**config.mk**
```make
export PLATFORM = sky130hd
export DESIGN_NAME = lcd_rx_sequencer
export DESIGN_NICKNAME = d
export VERILOG_FILES = /design/src/rtl/lcd_seq_pkg.sv /design/src/rtl/lcd_cmd_fifo.sv /design/src/rtl/lcd_rx_sequencer.sv
export SDC_FILE = /design/constraint.sdc
export NUM_CORES = 1
export LEC_CHECK = 0
export ABC_AREA = 0
export CORE_ASPECT_RATIO = 1.25
export CORE_UTILIZATION = 30
export DETAILED_ROUTE_END_ITERATION = 8
export PLACE_DENSITY = 0.46
export RECOVER_POWER = 25
export SLEW_MARGIN = 20
export SYNTH_ARGS = -nofsm -noshare
export SYNTH_HDL_FRONTEND = slang
export SYNTH_SLANG_ARGS = --single-unit
```
**constraint.sdc**
```tcl
create_clock -name clk -period 3 [get_ports clk]
set_clock_uncertainty 0.2 [all_clocks]
set_input_delay 0.9 -clock clk [delete_from_list [all_inputs] [get_ports clk]]
set_output_delay 0.9 -clock clk [all_outputs]
set_load 0.03 [all_outputs]
```
**src/rtl/lcd_seq_pkg.sv**
```systemverilog
// Shared constants and parser state encoding for lcd_rx_sequencer.
// The CHECK state exists only when LCD_SEQ_CHECKSUM_EN is defined.
package lcd_seq_pkg;

  localparam logic [7:0] TYPE_CMD          = 8'h00;
  localparam logic [7:0] TYPE_DATA         = 8'h01;
  localparam logic [7:0] SYNC_BYTE_DEFAULT = 8'hA5;
  // Inter-byte timeout in bit times: 4 bytes of 10 bits each
  localparam int         TIMEOUT_MULT      = 40;

  typedef enum logic [1:0] {
    ST_HUNT,
    ST_TYPE,
    ST_PAYLOAD
`ifdef LCD_SEQ_CHECKSUM_EN
    , ST_CHECK
`endif
  } parser_state_t;

endpackage

```
**src/rtl/lcd_cmd_fifo.sv**
```systemverilog
// Synchronous FIFO of {rs, data} LCD writes; DEPTH must be a power of two.
// A push while full succeeds only when a pop happens in the same cycle.
module lcd_cmd_fifo #(
  parameter int DEPTH = 4,
  parameter int WIDTH = 9
) (
  input  logic                     clk,
  input  logic                     reset,
  input  logic                     push,
  input  logic [WIDTH-1:0]         push_data,
  input  logic                     pop,
  output logic [WIDTH-1:0]         head,
  output logic                     full,
  output logic                     empty,
  output logic [$clog2(DEPTH):0]   level
);

  localparam int AW = $clog2(DEPTH);

  logic [WIDTH-1:0] mem [DEPTH];
  logic [AW-1:0]    wr_ptr;
  logic [AW-1:0]    rd_ptr;
  logic             do_push;
  logic             do_pop;

  assign full    = (level == (AW+1)'(DEPTH));
  assign empty   = (level == '0);
  assign do_pop  = pop && !empty;
  assign do_push = push && (!full || do_pop);
  assign head    = mem[rd_ptr];

  always_ff @(posedge clk) begin
    if (reset) begin
      wr_ptr <= '0;
      rd_ptr <= '0;
      level  <= '0;
    end else begin
      if (do_push) wr_ptr <= wr_ptr + 1'b1;
      if (do_pop)  rd_ptr <= rd_ptr + 1'b1;
      case ({do_push, do_pop})
        2'b10:   level <= level + 1'b1;
        2'b01:   level <= level - 1'b1;
        default: level <= level;
      endcase
    end
  end

  always_ff @(posedge clk) begin
    if (do_push) mem[wr_ptr] <= push_data;
  end

endmodule

```
**src/rtl/lcd_rx_sequencer.sv**
```systemverilog
// UART byte-stream frame parser feeding a small LCD write FIFO.
// Define LCD_SEQ_CHECKSUM_EN for 4-byte frames with a type^payload check byte.
module lcd_rx_sequencer
  import lcd_seq_pkg::*;
#(
  parameter int         FREQ       = 24_000_000,
  parameter int         BAUD_RATE  = 9600,
  parameter int         FIFO_DEPTH = 4,
  parameter logic [7:0] SYNC_BYTE  = SYNC_BYTE_DEFAULT
) (
  input  logic                          clk,
  input  logic                          reset,
  input  logic                          rx_valid,
  input  logic [7:0]                    rx_byte,
  output logic                          lcd_valid,
  input  logic                          lcd_ready,
  output logic                          lcd_rs,
  output logic [7:0]                    lcd_data,
  output logic [$clog2(FIFO_DEPTH):0]   fifo_level,
  output logic                          frame_err,
  output logic                          overflow,
  output logic [7:0]                    err_count
);

  localparam int             TIMEOUT_CYCLES = TIMEOUT_MULT * FREQ / BAUD_RATE;
  localparam int             TW             = $clog2(TIMEOUT_CYCLES);
  localparam logic [TW-1:0]  TLIM           = TW'(TIMEOUT_CYCLES - 1);

  function automatic logic [7:0] sat_inc8(input logic [7:0] v);
    return (v == 8'hFF) ? v : v + 8'd1;
  endfunction

  parser_state_t state, state_nxt;
  logic [TW-1:0] tcnt;
  logic          rs_q;
`ifdef LCD_SEQ_CHECKSUM_EN
  logic [7:0]    payload_q;
`endif
  logic          timeout;
  logic          push_req;
  logic [8:0]    push_data;
  logic          err_evt;
  logic          pop;
  logic          fifo_full;
  logic          fifo_empty;
  logic [8:0]    head;

  // A byte arriving in the expiry cycle wins over the timeout
  assign timeout = (state != ST_HUNT) && !rx_valid && (tcnt == TLIM);
  assign pop     = lcd_valid && lcd_ready;

  always_comb begin
    state_nxt = state;
    push_req  = 1'b0;
    push_data = {rs_q, rx_byte};
    err_evt   = 1'b0;
    if (timeout) begin
      state_nxt = ST_HUNT;
      err_evt   = 1'b1;
    end else if (rx_valid) begin
      case (state)
        ST_HUNT: begin
          if (rx_byte == SYNC_BYTE) state_nxt = ST_TYPE;
        end
        ST_TYPE: begin
          if (rx_byte == TYPE_CMD || rx_byte == TYPE_DATA) begin
            state_nxt = ST_PAYLOAD;
          end else begin
            state_nxt = ST_HUNT;
            err_evt   = 1'b1;
          end
        end
        ST_PAYLOAD: begin
`ifdef LCD_SEQ_CHECKSUM_EN
          state_nxt = ST_CHECK;
`else
          state_nxt = ST_HUNT;
          push_req  = 1'b1;
`endif
        end
`ifdef LCD_SEQ_CHECKSUM_EN
        ST_CHECK: begin
          state_nxt = ST_HUNT;
          push_data = {rs_q, payload_q};
          if (rx_byte == (payload_q ^ {7'b0, rs_q})) push_req = 1'b1;
          else                                       err_evt  = 1'b1;
        end
`endif
        default: state_nxt = ST_HUNT;
      endcase
    end
  end

  always_ff @(posedge clk) begin
    if (reset) begin
      state     <= ST_HUNT;
      tcnt      <= '0;
      frame_err <= 1'b0;
      overflow  <= 1'b0;
      err_count <= 8'd0;
    end else begin
      state     <= state_nxt;
      tcnt      <= (rx_valid || timeout || state == ST_HUNT) ? '0 : tcnt + 1'b1;
      frame_err <= err_evt;
      overflow  <= push_req && fifo_full && !pop;
      if (frame_err || overflow) err_count <= sat_inc8(err_count);
    end
  end

  // Frame fields are plain data and need no reset
  always_ff @(posedge clk) begin
    if (rx_valid && state == ST_TYPE) rs_q <= rx_byte[0];
`ifdef LCD_SEQ_CHECKSUM_EN
    if (rx_valid && state == ST_PAYLOAD) payload_q <= rx_byte;
`endif
  end

  lcd_cmd_fifo #(
    .DEPTH (FIFO_DEPTH),
    .WIDTH (9)
  ) u_fifo (
    .clk       (clk),
    .reset     (reset),
    .push      (push_req),
    .push_data (push_data),
    .pop       (pop),
    .head      (head),
    .full      (fifo_full),
    .empty     (fifo_empty),
    .level     (fifo_level)
  );

  assign lcd_valid = !fifo_empty;
  assign lcd_rs    = lcd_valid && head[8];
  assign lcd_data  = lcd_valid ? head[7:0] : 8'h00;

endmodule

```
Word-level counts from Yosys, hierarchy flattened
Memories as Yosys holds them, arrays and structs flattened. A register that Yosys moved wholly into a read port is not among the register bits. Index checks and enable logic that the tools add are counted. W data, S select, Z words.

Flip-flop bits (word level): 37. Bits in latches: 0. Bits in writable memories: 36. Bits in read-only memories: 0. Input bits: 12. Output and inout bits: 23. Memories: 1.

Memory list: u_fifo.mem (words 4, width 9, rd ports 1, clocked after Yosys merged registers in 1, wr ports 1, RTL line lcd_cmd_fifo.sv:20) `logic [WIDTH-1:0] mem [DEPTH];`.

Add/sub/neg operators: 6. Multiply operators: 0. Div/mod/pow operators: 0. $lt $le $gt $ge: 0. Equal/unequal tests: 10. Shift operators: 0. Mux-type cells: 16. Bitwise gates (word level): 1. Reduce and logical (&&, ||, !) cells: 27.

Operator list (number): $add A17 B1 Y17 const B (1); $eq A17 B17 Y1 const B (1); $eq A8 B8 Y1 const B (2); $logic_and A1 B1 Y1 (9); $mux W1 (9); $add A8 B1 Y8 const B (1); $eq A8 B1 Y1 const B (1); $logic_not A8 Y1 (1); $mux W2 (4); $mux W8 (1); $pmux W3 S2 (1); $logic_or A1 B1 Y1 (5); $add A2 B1 Y2 const B (2); $eq A2 B1 Y1 const B (2); $eq A2 B2 Y1 const B (2); $logic_not A1 Y1 (4); $pmux W2 S2 (1); $reduce_and A2 Y1 (2); $reduce_bool A2 Y1 (2); $reduce_or A2 Y1 (2); $add A3 B1 Y3 const B (1); $eq A3 B3 Y1 const B (1); $logic_not A3 Y1 (1); $sub A3 B1 Y3 const B (1); other kinds (3) (3).

Depth between registers and ports, before layout
Gate-level depths: netlist (run 1).

Word-level depth: 8. Mapped depth: 10. Mapped depth without buffers: 9.

Hierarchy
From an unflattened synthesis (run 1), not the netlist that was laid out.

Cell total of the unflattened synthesis: 270. Area, all modules: 3268.1 µm².

By module, submodules not included: lcd_cmd_fifo (instances 1, cells an instance 101, area an instance 1788.0 µm², sequential area each 1261.2 µm²); lcd_rx_sequencer (instances 1, cells an instance 169, area an instance 1480.2 µm², sequential area each 610.6 µm²).

Worst setup path after synthesis (run 1)
No wires, ideal clock.

Kind: input -> register. Start point: input lcd_ready. End point: register u_fifo.level[2]. Arrival: 2.864 ns. Path slack: -0.134 ns. Stages: 10. Path buffers: 1. Cells stage by stage: or4b_1 > nor2b_1 > clkbuf_1 > inv_2 > ha_1 > inv_1 > fa_1 > xor2_1 > or3_1 > a21oi_1.

Longest elaborated chain between the ends: 6. Elaborated cells between the ends (all ways): 8.

Ends and longest elaborated chain: start: declaration (RTL line lcd_rx_sequencer.sv:16) `input logic lcd_ready,`; $logic_and A1 B1 Y1 * (RTL line lcd_rx_sequencer.sv:50) `assign pop = lcd_valid && lcd_ready;`; $logic_and A1 B1 Y1 * (RTL line lcd_cmd_fifo.sv:28) `assign do_pop = pop && !empty;`; $logic_or A1 B1 Y1 (RTL line lcd_cmd_fifo.sv:29) `assign do_push = push && (!full || do_pop);`; $logic_and A1 B1 Y1 (RTL line lcd_cmd_fifo.sv:29); $eq A2 B1 Y1 or $eq A2 B2 Y1 (tied branches) (RTL line lcd_cmd_fifo.sv:40) `case ({do_push, do_pop})`; $pmux W3 S2 or $reduce_bool A2 Y1 (tied branches); end signal: assignment (RTL line lcd_cmd_fifo.sv:41) `2'b10: level <= level + 1'b1;`; end signal: assignment (RTL line lcd_cmd_fifo.sv:42) `2'b01: level <= level - 1'b1;`; end signal: assignment (RTL line lcd_cmd_fifo.sv:43) `default: level <= level;`; end: declaration (RTL line lcd_cmd_fifo.sv:15) `output logic [$clog2(DEPTH):0] level`.

Every way passes the cells marked *; elsewhere a longest branch is shown, timed or not. A chain may end at the register's enable or synchronous reset.

==> results.toml, run 1 <==
[final_layout]
drive_gt1_frac = 0.153
n_antenna_cell = 0
areaGrowthSynthToFinish_pct = 27.2
multiInputGateArea_um2 = 1280
nFillCells = 1014
nets = 335
register_area_um2 = 1870
final_cell_mix = "dfxtp_1 (38), edfxtp_1 (37), nor2_1 (32)"
finish.utilization = 0.397
final_common_cell = "dfxtp_1"
stdcell_area_um2 = 4070

[synth]
async_flop_share = 0
synth.avg_cell_area_um2 = 12.0
yosys.area.top_type_share = 0.347
synth_ff_type = "dfxtp_1"
ys_types = 38
synth_edf_count = 37
yosysSeqAreaShare = 0.584
yosysTopAreaCell = "edfxtp_1"
synth_fp_nets = 286
synth_area_leaders = "edfxtp_1 (35%), dfxtp_1 (24%), mux4_2 (6.3%)"
synth_area_um2 = 3200
ys_ff_latch = 75
syn_inst = 266
yosys_warnings = 0

[timing]
period_needed_ns = 2.94
whs_ns = 0.276
rsz0062_at_grt = "false"
slew_headroom = 0.647
max_freq_ghz = 0.341
fin_ws_ns = 0.0640
hold_viol = 0
maxSlewViolCount = 0
setup_viol = 0
period_share = 0.979
tightestPinTransition_ns = 0.529

[critical_path]
worst-setup-path-type = "reg2out"
crit_end = "lcd_data[3]"
r2r_slack_ns = 0.46
crit_path_end_kind = "output port"
critPathLaunchType = "flop"
rr_endpoint = "u_fifo.level[2]"
worstReg2RegStart = "u_fifo.level[0]"
r2r_cells = 10
required_ns = 1.90
cp_max_fo = 9
crit_arrival_ns = 1.84

[power]
netSwitchingFraction = 0.199
p_switching_mw = 0.420
pwr-share-comb = 0.016
cellPowerDensity_nw_per_um2 = 518
power_frac_seq = 0.508
power_frac_clock = 0.476
post-layout-total-power_mw = 2.11
p_leak_nw = 1.32
ir_drop_mv = 0.274
p_int_mw = 1.69

[global_route]
antenna_found_initial = 0
overflow = 0
grt_pass1_vias = 2046
grt_max_degree = 23
grt.total_usage = 0.125
grt_pass1_wl_mm = 10.3

[job]
maxCapViolCount = 0

[clock_tree]
insertion_delay_ns = 0.33
cts.sinks = 75
cts_tree = "done"
cts_max_level = 3
cts.reportedPaths.clkPinSlew_ns = 0.06
clockBufferDepth = 2
cts-buffers-inserted = 9
cts_setup_buffers = 0
clockRootBuffer = "clkbuf_16"
holdBufCountCts = 0

[floorplan]
fp.coreArea_um2 = 10300
dieArea_um2 = 11100
ios = 35
fp.dieW_um = 94.4
die_y_um = 118
start_util = 0.312
row_count = 41

[routing]
firstDrtPassIters = 4
postRouteAntennaNets = 0
wl_per_cell_um = 13.9
vias_per_cell = 4.71
drtIter0Drc = 38
num_vias = 2113
drc = 0
wirelength_mm = 6.26

[place]
dp_slack_ns = -0.437
io_buffers = 34
gp_congestion = 0.758
postPlaceCellArea_um2 = 3810
hpwlAfterDp_mm = 4.20

[min_path]
hold_path.class = "reg2reg"
worst_hold_path.num_cells = 1

[outcome]
status = "complete, no violations"
[registers in the layout, indices dropped and copies added (netlist names), named ones only]
register and count:
u_fifo.mem 36, u_fifo.wr_ptr 2, err_count 8, frame_err 1, tcnt 17, u_fifo.level 3
u_fifo.rd_ptr 2, rs_q 1, overflow 1, state 2
[per-stage QoR]
step	TNS [ns]	cells
detailed placement	-2.12	433
floorplan	-0.0540	266
CTS	0	449
finish	0	449
global route	0	449
global placement	-1.67	433
[per-layer routing]
layer  part of all wire  vias to the layer above  track usage
li1                   -                     1061            -
met3              0.048                        9       0.0336
met1               0.46                      999        0.157
met4              0.020                        0       0.0692
met2               0.47                       44        0.192
met5                  0                        -            0
[cell families (layout without fill, tap and decap cells)]
group / Yosys count / after routing / share of synthesized area
AND/OR/NAND/NOR: 115 / 115 / 0.200
flip-flops: 75 / 75 / 0.584
XOR/XNOR: 22 / 22 / 0.0602
buffers and inverters: 20 / 74 / 0.0250
AO/OA/AOI/OAI: 15 / 15 / 0.0270
multiplexers: 11 / 11 / 0.0695
adder cells (fa/ha/maj): 8 / 8 / 0.0336
[worst min path at each step]
stage | startpoint | end
CTS | tcnt[0] | tcnt[0]
finish | tcnt[0] | tcnt[0]
global route | tcnt[0] | tcnt[0]
detailed placement | tcnt[0] | tcnt[0]
global placement | tcnt[0] | tcnt[0]
floorplan | tcnt[0] | tcnt[0]
[power by group through the flow]
stage                     clock [mW]  combinational [mW]  sequential [mW]
after detailed placement           0              0.0368             1.09
final                           1.01              0.0335             1.07
after floorplan                    0             0.00621             1.09
after global placement             0              0.0371             1.09
after CTS                       1.03              0.0365             1.07
after global routing            1.08              0.0367             1.07
[critical path, stage by stage, from the launching register on]
cell and delay [ns]:
dfxtp_1 0.35, buf_12 0.15, mux4_2 0.49, and2_1 0.16, dlygate4sd2_1 0.35
[final cells by class]
cell class | instances | area share
Clock inverter | 4 | 0.00614
Timing Repair Buffer | 48 | 0.108
Clock buffer | 12 | 0.0630
Sequential cell | 75 | 0.459
Inverter | 10 | 0.00921
Multi-Input combinational cell | 171 | 0.315
Tap cell | 129 | 0.0396
[synthesized netlist by cell type (all sizes together), types with 3 or more instances]
master / instances
clkbuf: 6
inv: 10
ha: 7
and2: 15
nor4b: 3
buf: 4
a31oi: 3
nor4: 7
a21oi: 7
or3: 4
nand2: 9
xnor2: 15
mux4: 9
or4: 3
nand3: 10
nand4: 8
nand3b: 3
dfxtp: 38
nor3: 8
nor4bb: 3
edfxtp: 37
nor2: 32
xor2: 7
[what timing repair did]
action                     CTS  global route
pin swaps                    3             3
resized for setup           14             8
setup endpoints to repair   11             5
No activity file was read; power rests on OpenSTA's default activity.
==> inputs of run 2 (changes only) <==
--- a/config.mk
+++ b/config.mk
@@ -7,9 +7,10 @@
 export LEC_CHECK = 0
 export ABC_AREA = 0
 export CORE_ASPECT_RATIO = 1.25
-export CORE_UTILIZATION = 30
+export CORE_UTILIZATION = 45
+export CTS_CLUSTER_DIAMETER = 60
 export DETAILED_ROUTE_END_ITERATION = 8
-export PLACE_DENSITY = 0.46
+export PLACE_DENSITY = 0.65
 export RECOVER_POWER = 25
 export SLEW_MARGIN = 20
 export SYNTH_ARGS = -nofsm -noshare
==> run 2 against run 1 <==
Compared with the run above:
- via count about the same
- clock power down 35%
- first-iteration DRC count grew to 3.0 times the previous value
- total power is 17% lower
- critical path type is now in2reg
- largest cell class unchanged
- largest power group unchanged
==> results.toml, run 2 (same netlist as run 1, synthesis figures left out) <==
[routing]
num_vias = 2111
met3_length_um = 267
firstDrtPassIters = 4
wirelength_mm = 5.61
met1Wirelength_mm = 2.65
drc = 0
dr.max_layer_used = "met4"
vias_per_cell = 5.17
postRouteAntennaNets = 0
dr_wl_met2_mm = 2.63
drtIter0Drc = 114
wl_per_cell_um = 13.7

[critical_path]
worst-setup-path-type = "in2reg"
slowest_stage = "or4b_4"
crit_arrival_ns = 2.93
cp.buffers_inverters = 3
cp_max_fo = 2
path_cells = "dlygate4sd2_1 -> or4b_4 -> nor2b_4 -> inv_2 -> ha_4 -> inv_1 -> fa_2 -> xor2_1 -> or3_1 -> a21oi_1"
crit_path_max_incr_delay_ns = 0.49
crit_path_end_kind = "flop"
critPathLaunchType = "input port"
required_ns = 3.08
critPathTopFamily = "simple AND/OR/NAND/NOR gates"

[place]
hpwlAfterDp_mm = 3.79
io_buffers = 34
dp_cells = 392
gp_congestion = 0.776

[power]
netSwitchingFraction = 0.216
power_frac_clock = 0.373
cellPowerDensity_nw_per_um2 = 457
post-layout-total-power_mw = 1.76
p_switching_mw = 0.380
power_frac_seq = 0.608
p_int_mw = 1.38
ir_drop_mv = 0.316
p_leak_nw = 1.23
pwr-share-comb = 0.018

[global_route]
grt_pass1_wl_mm = 9.23
antenna_found_initial = 0
grt_pass1_vias = 1970
overflow = 0
grt_max_degree = 23
grt.total_usage = 0.164

[final_layout]
final_cell_mix = "dfxtp_1 (38), edfxtp_1 (37), nor2_1 (32)"
finish.utilization = 0.556
multiInputGateArea_um2 = 1280
nFillCells = 626
regMostFlops = "u_fifo.mem"
final_common_cell = "dfxtp_1"
largest_reg_flops = 36
register_area_um2 = 1870
final_cells = 408
drive_gt1_frac = 0.157
reg_top3 = "u_fifo.mem x36, tcnt x17, err_count x8"
nets = 333
areaGrowthSynthToFinish_pct = 20.4
n_antenna_cell = 0

[clock_tree]
insertion_delay_ns = 0.34
clockBufferDepth = 2
holdBufCountCts = 0
cts_tree = "done"
cts.sinks = 75
cts.reportedPaths.clkPinSlew_ns = 0.08
cts_max_level = 3
clockRootBuffer = "clkbuf_8"
cts-buffers-inserted = 9

[min_path]
hold_path.class = "reg2reg"

[timing]
setup_viol = 0
maxSlewViolCount = 0
hold_viol = 0
period_share = 0.949
period_needed_ns = 2.85
max_freq_ghz = 0.351
slew_headroom = 0.652
tightestPinTransition_ns = 0.521
rsz0062_at_grt = "false"

[floorplan]
fp.dieW_um = 77.5
fp.coreArea_um2 = 6930
start_util = 0.462
ios = 35
die_y_um = 96.3
row_count = 34
dieArea_um2 = 7460

[outcome]
status = "complete, no violations"

[job]
maxCapViolCount = 0
[run 2: cell count changes in the layout (fill, tap and decap cells not counted), sizes merged]
cell and change:
clkdlybuf4s50 -2, dlygate4sd2 -4, buf -3, clkbuf +3, clkinv +2, dlygate4sd3 +1
clkinvlp +1
[run 2: per-layer routing]
layer / vias to the layer above / GRT usage
li1: 1061 / -
met4: 0 / 0.0613
met1: 1006 / 0.199
met2: 37 / 0.271
met3: 7 / 0.0578
met5: - / 0
[run 2: power groups by stage]
stage          Clock (mW)  Combinational, mW  Sequential (mW)
6_report            0.657             0.0325             1.07
2_1_floorplan           0            0.00621             1.09
3_5_place_dp            0             0.0363             1.09
4_1_cts             0.677             0.0361             1.07
3_3_place_gp            0             0.0361             1.09
5_1_grt             0.724             0.0352             1.07
[run 2: area by class of cell]
type | instances | share of cell area
tap | 90 | 0.0292
clock inverter | 7 | 0.0117
multi-input combinational | 171 | 0.331
inverter | 10 | 0.00973
clock buffer | 9 | 0.0321
timing repair buffer | 46 | 0.101
sequential | 75 | 0.485
[run 2: worst reg2reg max path, cell delays in order (launching register included)]
cell and delay (ns):
dfxtp_1 0.35, or4b_4 0.55, nor2b_4 0.15, inv_2 0.06, ha_4 0.12, inv_1 0.04
fa_2 0.33, xor2_1 0.15, or3_1 0.31, a21oi_1 0.13
[run 2: stage by stage]
step	hold WS (ns)	instance area, µm²	setup WS (ns)	setup TNS [ns]
CTS	0.292	3900	0.00773	0
global placement	0.265	3730	-0.397	-1.28
finish	0.282	3860	0.152	0
floorplan	0.241	3220	-0.0540	-0.0540
detailed placement	0.273	3730	-0.457	-1.58
global route	0.311	3860	0.0759	0
[run 2: path summary, 6_finish.rpt]
kind | start | to | slack (ns) | depth (start not counted)
worst max-delay path | lcd_ready | u_fifo.level[2] | 0.15 | 10
worst min-delay path | tcnt[0] | tcnt[0] | 0.28 | 1
worst max register to register | u_fifo.level[0] | u_fifo.level[2] | 0.54 | 9
worst min register to register | tcnt[0] | tcnt[0] | 0.28 | 1
[run 2: what timing repair did]
item	CTS	global route
endpoints found under the setup margin	11	9
buffers inserted	0	0
resized for setup	14	18
gates cloned	0	0
pin swaps	2	0
